===== src/rtl/out_pass_pkg.sv =====
// Shared mode encodings for the out_pass channel family.
package out_pass_pkg;

  localparam int MODE_W = 2;

  typedef enum logic [MODE_W-1:0] {
    MODE_BYPASS = 2'b00,
    MODE_REG1   = 2'b01,
    MODE_REGN   = 2'b10,
    MODE_RISE   = 2'b11
  } out_pass_mode_e;

endpackage


===== src/rtl/my_mux2.sv =====
// Standard 2:1 mux cell; config-driven selects map onto this primitive.
module my_mux2 (
  input  logic i_a0,
  input  logic i_a1,
  input  logic i_s,
  output logic o_x
);

  assign o_x = i_s ? i_a1 : i_a0;

endmodule


===== src/rtl/out_pass_chan.sv =====
// One pass channel: shift chain, rising-edge detect, mode mux.
// Optional output inversion is built only when OUT_PASS_INVERT_EN is defined.
module out_pass_chan
  import out_pass_pkg::*;
#(
  parameter int PIPE_DEPTH = 3
) (
  input  logic              i_clk,
  input  logic              i_rst,
  input  logic              i_d,
  input  logic [MODE_W-1:0] i_mode,
`ifdef OUT_PASS_INVERT_EN
  input  logic              i_inv,
`endif
  output logic              o_q
);

  logic [PIPE_DEPTH-1:0] r_chain;
  logic                  w_rise;
  logic                  w_lo;
  logic                  w_hi;
  logic                  w_sel;
  logic                  w_gated;

  // Chain always captures, so switching modes never needs a flush.
  always_ff @(posedge i_clk) begin
    if (i_rst) begin
      r_chain <= '0;
    end else begin
      r_chain <= {r_chain[PIPE_DEPTH-2:0], i_d};
    end
  end

  // Stages 0 and 1 double as the RISE history: last sample 1, previous 0.
  assign w_rise = r_chain[0] & ~r_chain[1];

  my_mux2 u_mux_lo  (.i_a0(i_d),                   .i_a1(r_chain[0]), .i_s(i_mode[0]), .o_x(w_lo));
  my_mux2 u_mux_hi  (.i_a0(r_chain[PIPE_DEPTH-1]), .i_a1(w_rise),     .i_s(i_mode[0]), .o_x(w_hi));
  my_mux2 u_mux_out (.i_a0(w_lo),                  .i_a1(w_hi),       .i_s(i_mode[1]), .o_x(w_sel));

  // Registered modes read 0 while reset is high; bypass stays transparent.
  always_comb begin
    w_gated = w_sel;
    if (i_rst && (out_pass_mode_e'(i_mode) != MODE_BYPASS)) begin
      w_gated = 1'b0;
    end else begin
      w_gated = w_sel;
    end
  end

`ifdef OUT_PASS_INVERT_EN
  assign o_q = w_gated ^ i_inv;
`else
  assign o_q = w_gated;
`endif

endmodule


===== src/rtl/out_pass_pipe.sv =====
// NUM_CH independent output pass channels with per-channel mode select.
// Define OUT_PASS_INVERT_EN to add a per-channel output invert bit.
module out_pass_pipe
  import out_pass_pkg::*;
#(
  parameter int NUM_CH       = 8,
  parameter int PIPE_DEPTH   = 3,
`ifdef OUT_PASS_INVERT_EN
  parameter int NoConfigBits = 3 * NUM_CH
`else
  parameter int NoConfigBits = 2 * NUM_CH
`endif
) (
  input  logic                    UserCLK,
  input  logic                    Reset,
  input  logic [NUM_CH-1:0]       I,
  output logic [NUM_CH-1:0]       O,          // EXTERNAL
  input  logic [NoConfigBits-1:0] ConfigBits  // GLOBAL
);

  for (genvar g = 0; g < NUM_CH; g++) begin : g_ch
    out_pass_chan #(
      .PIPE_DEPTH(PIPE_DEPTH)
    ) u_chan (
      .i_clk  (UserCLK),
      .i_rst  (Reset),
      .i_d    (I[g]),
      .i_mode (ConfigBits[MODE_W*g +: MODE_W]),
`ifdef OUT_PASS_INVERT_EN
      .i_inv  (ConfigBits[MODE_W*NUM_CH + g]),
`endif
      .o_q    (O[g])
    );
  end

endmodule


===== config.mk =====
export PLATFORM = sky130hd
export DESIGN_NAME = out_pass_pipe
export DESIGN_NICKNAME = d
export VERILOG_FILES = /design/src/rtl/out_pass_pkg.sv /design/src/rtl/my_mux2.sv /design/src/rtl/out_pass_chan.sv /design/src/rtl/out_pass_pipe.sv
export SDC_FILE = /design/constraint.sdc
export NUM_CORES = 1
export LEC_CHECK = 0
export CAP_MARGIN = 10
export CORE_MARGIN = 2
export CORE_UTILIZATION = 35
export CTS_BUF_LIST = sky130_fd_sc_hd__clkbuf_8
export DETAILED_ROUTE_END_ITERATION = 6
export GPL_TIMING_DRIVEN = 1
export PLACE_DENSITY = 0.65
export SLEW_MARGIN = 10
export SYNTH_ARGS = -nofsm -noshare
export SYNTH_HDL_FRONTEND = slang
export SYNTH_HIERARCHICAL = 1
export SYNTH_SLANG_ARGS = --single-unit

===== constraint.sdc =====
create_clock -name UserCLK -period 1.83 [get_ports UserCLK]
set_input_delay 0.2745 -clock UserCLK [delete_from_list [all_inputs] [get_ports UserCLK]]
set_output_delay 0.2745 -clock UserCLK [all_outputs]
set_load 0.01 [all_outputs]

* Yosys cells after proc, flatten, opt, wreduce, memory -nomap -nowiden
Cells that the tools add are included.
** Operators by class
- Multiplexer cells :: 32
- Bitwise gates (word level) :: 16
- Reduce and logical (&&, ||, !) cells :: 16
** Operators with widths (number)
- $mux W1 :: 32
- $reduce_bool A2 Y1 :: 8
- $and A1 B1 Y1 :: 8
- $logic_and A1 B1 Y1 :: 8
- $not A1 Y1 :: 8
** Storage, ports and cells
- Bits in registers :: 24
- Bits of input ports :: 26
- Output and inout port bits :: 8

* Longest topological paths before layout
- Word-level depth :: 5
- Mapped depth :: 4
- Depth with buffers taken out :: 4

* Modules after synthesis
The synthesis kept the hierarchy.
** By module, submodules not included
- out_pass_chan :: times used 8, cells an instance 9, area an instance 103.8 µm²
- my_mux2 :: times used 24, cells an instance 1, area an instance 15.0 µm²

* Least setup slack after synthesis
Ideal clock, no wire load.
- Kind :: register to output
- Start :: reg g_ch[0].u_chan.r_chain[0]
- End :: out O[0]
- Data arrival time :: 1055 ps
- Required time :: 1556 ps
- Setup slack :: 501 ps
- Stages on the path, launching flop included :: 5
- Path buffers :: 0
- Cells stage by stage :: dfxtp_1 -> nor2b_1 -> mux2_4 -> mux2_4 -> and2_1
** Between the ends
- Word-level cells in the longest chain between the ends :: 4
** Ends and longest elaborated chain
- start: declaration :: RTL line out_pass_chan.sv:18 : logic [PIPE_DEPTH-1:0] r_chain;
- start signal: assignment :: RTL line out_pass_chan.sv:30 : r_chain <= {r_chain[PIPE_DEPTH-2:0], i_d};
- $and A1 B1 Y1 :: RTL line out_pass_chan.sv:35 : assign w_rise = r_chain[0] & ~r_chain[1];
- named net g_ch[0].u_chan.w_rise :: RTL line out_pass_chan.sv:19 : logic w_rise;
- $mux W1 :: RTL line my_mux2.sv:9 : assign o_x = i_s ? i_a1 : i_a0;
- named net g_ch[0].u_chan.w_hi :: RTL line out_pass_chan.sv:21 : logic w_hi;
- $mux W1 :: RTL line my_mux2.sv:9
- named net g_ch[0].u_chan.w_sel :: RTL line out_pass_chan.sv:22 : logic w_sel;
- $mux W1 :: RTL line out_pass_chan.sv:44 : if (i_rst && (out_pass_mode_e'(i_mode) != MODE_BYPASS)) begin
- end: declaration :: RTL line out_pass_pipe.sv:17 : output logic [NUM_CH-1:0] O,
The timed path passes the listed nets, and every way through them passes these cells.

* Worst setup path after layout
- Start :: in I[5]
- End :: out O[5]
** Between the ends
- Word-level cells in the longest chain between the ends :: 3
** Ends and longest elaborated chain
- start: declaration :: RTL line out_pass_pipe.sv:16 : input logic [NUM_CH-1:0] I,
- $mux W1 :: RTL line my_mux2.sv:9
- named net g_ch[5].u_chan.w_lo :: RTL line out_pass_chan.sv:20 : logic w_lo;
- $mux W1 :: RTL line my_mux2.sv:9
- named net g_ch[5].u_chan.w_sel :: RTL line out_pass_chan.sv:22
- $mux W1 :: RTL line out_pass_chan.sv:44
The timed path passes the listed nets, and every way through them passes these cells.

==> run summary <==
Placed cells -> 178
Data required, critical path -> 1.56 ns
Fill cells -> 329
Global-route wire length before repair -> 3370 µm
Post-Syn Nets -> 122
Mean Syn Cell Area -> 12.4 µm²
Top cell type's share of synthesized area -> 40.3%
Max-cap viol count -> 0
Most used cell, CP -> mux2_4
PwrDens -> 687 mW/mm²
Measured slew at the worst slew-check pin -> 0.177 ns
Mapped cell area -> 0.00119 mm²
Post-CTS setup buffers -> 0
DR pass1 iterations -> 2
CTS H-tree depth -> 1
Slowest-stage cell, CP -> clkdlybuf4s50_1
Pre-CTS setup slack -> -0.460 ns
Via count -> 792
CP Class -> input pin to output port
Ys flop type -> dfxtp_1
Share of layout cells above drive strength 1 -> 50.0%
WL final -> 1930 µm
Regs by FF count -> g_ch.u_chan/r_chain x24
Arr. time, crit path -> 1.49 ns
Setup violators final -> 0
Die width -> 62.3 µm
Worst slew margin -> 88.2%
Commonest cells in the netlist -> and2b_2, dfxtp_1, mux2_4
Final #Nets -> 163
Final cycle utilization of the critical path -> 96.4%
CP Launch Type -> input pin
Area contributors post-synth -> dfxtp_1, mux2_4, and2b_2
Clock buffer depth -> 2
CP top delay family -> buffers and inverters
Worst-path clk slew -> 0.08 ns
Clock Latency Late Sink -> 0.26 ns
VDD IR max -> 0.435 mV
CTS root buffer -> clkbuf_8
Congestion Overflow GR -> 0
Fin crit period -> 1.76 ns
Cells along the critical path -> clkdlybuf4s50_1 -> mux2_4 -> mux2_4 -> and2_1 -> buf_2
Number of global-route vias before repair -> 788
Worst path max stage delay -> 0.42 ns
Post-synth EDFFs -> 0
Die area -> 0.00389 mm²
Top Ports -> 34
Sequential fraction of the synthesis area -> 40.3%
DR iter-0 viols -> 9
Initial antenna violation count -> 0
Yosys reg bits -> 24
TritonCTS Buffers -> 3
Pleak -> 0.773 nW
Final worst slack -> 0.0657 ns
Placer Congestion -> 0.618
RSZ-0062 raised after global routing -> no
F_max -> 567 MHz
Hold Path Class -> flop to flop
Clock sink total -> 24
Detail Route Antenna Nets -> 0
Worst-case clock skew -> 0.000426 ns
Outcome -> finished, final reports clean
Final Max Tran Viols -> 0
Most flops, register -> g_ch.u_chan/r_chain
CTS tree -> yes
Synth area leader -> dfxtp_1
Total number of yosys warnings -> 6
Final Total Pwr -> 0.00111 W
Ys async rst share -> 0%
Antenna Cells -> 0
Post-DP HPWL -> 1480 µm
Syn-to-layout area delta -> 35.4%
Placed cell area -> 0.00160 mm²
GRT Total Usage -> 10.8%
Final-report hold violation count -> 0
Post-Synthesis Cells -> 96
Die Span Y -> 62.3 µm
Wire per inst -> 10.6 µm
Hold WS -> 0.478 ns
Design area -> 0.00161 mm²
Via density -> 4.35
Core area -> 0.00331 mm²
Post-synth cell types -> 6
Largest net degree at the start of global routing -> 17
Std cell rows -> 21
Max reg flops -> 24
Crit path buf inv count -> 2
Post-route insts no fill -> 182
Initial Util -> 36.0%
Crit-path max FO -> 2
Crit end category -> output port
I/O Buffers -> 33
DRC -> 0
power breakdown:
part | total, W | internal [W] | switching (W)
Sequential | 0.000554 | 0.000544 | 0.00000993
Combinational | 0.000206 | 0.000143 | 0.0000628
Clock | 0.000349 | 0.000192 | 0.000157
worst paths after layout:
kind                              from                         to  slack, ns  cells after the start
max reg2reg  g_ch[3].u_chan/r_chain[0]  g_ch[3].u_chan/r_chain[1]       1.22                      1
max                               I[5]                       O[5]       0.07                      5
min          g_ch[5].u_chan/r_chain[1]  g_ch[5].u_chan/r_chain[2]       0.48                      1
min reg2reg  g_ch[5].u_chan/r_chain[1]  g_ch[5].u_chan/r_chain[2]       0.48                      1
cell usage in the layout (no fill, tap or decap):
cell | netlist | routed
dfxtp_1 | 24 | 19
o21ai_1 | 8 | 8
buf_2 | 0 | 8
and2_1 | 8 | 8
dlygate4sd2_1 | 0 | 8
and2b_2 | 24 | 24
clkdlybuf4s50_1 | 0 | 17
buf_4 | 0 | 3
clkbuf_8 | 0 | 4
dfxtp_2 | 0 | 5
nor2b_1 | 8 | 8
mux2_4 | 24 | 24
cells by family after synthesis:
family	Yosys count	share of synthesized area, %
AND/OR/NAND/NOR	40	26.1
multiplexers	24	30.3
flip-flops	24	40.3
AO/OA/AOI/OAI	8	3.36
repair_timing:
| action | in CTS | in global routing |
|---|---|---|
| endpoints found under the hold margin | 0 | 0 |
| hold buffers | 0 | 0 |
| gates resized for setup | 45 | 0 |
| endpoints found under the setup margin | 8 | 0 |
area by class of cell:
class / count / area (µm²) / share of cell area (%)
multi-input cells: 72 / 711 / 44.1
well taps: 46 / 57.6 / 3.57
repair buffers: 36 / 303 / 18.8
flip-flops and latches: 24 / 487 / 30.2
clock buffers: 4 / 55.1 / 3.41
routing by layer:
layer	routed length, µm	global-route usage (%)	up-vias	share of wire [%]
met5	0	0	-	0
met4	24	4.17	0	1.2
met3	151	4.89	2	7.8
met2	892	18.2	22	46
met1	864	11.9	367	45
li1	-	-	401	-
metrics by stage:
step                setup TNS (ns)  util (%)
floorplan                        0         -
global placement             -3.47      48.4
detailed placement           -3.57      48.4
CTS                              0      48.7
global route                     0      48.7
finish                           0      48.7
No activity file was read; power rests on OpenSTA's default activity.
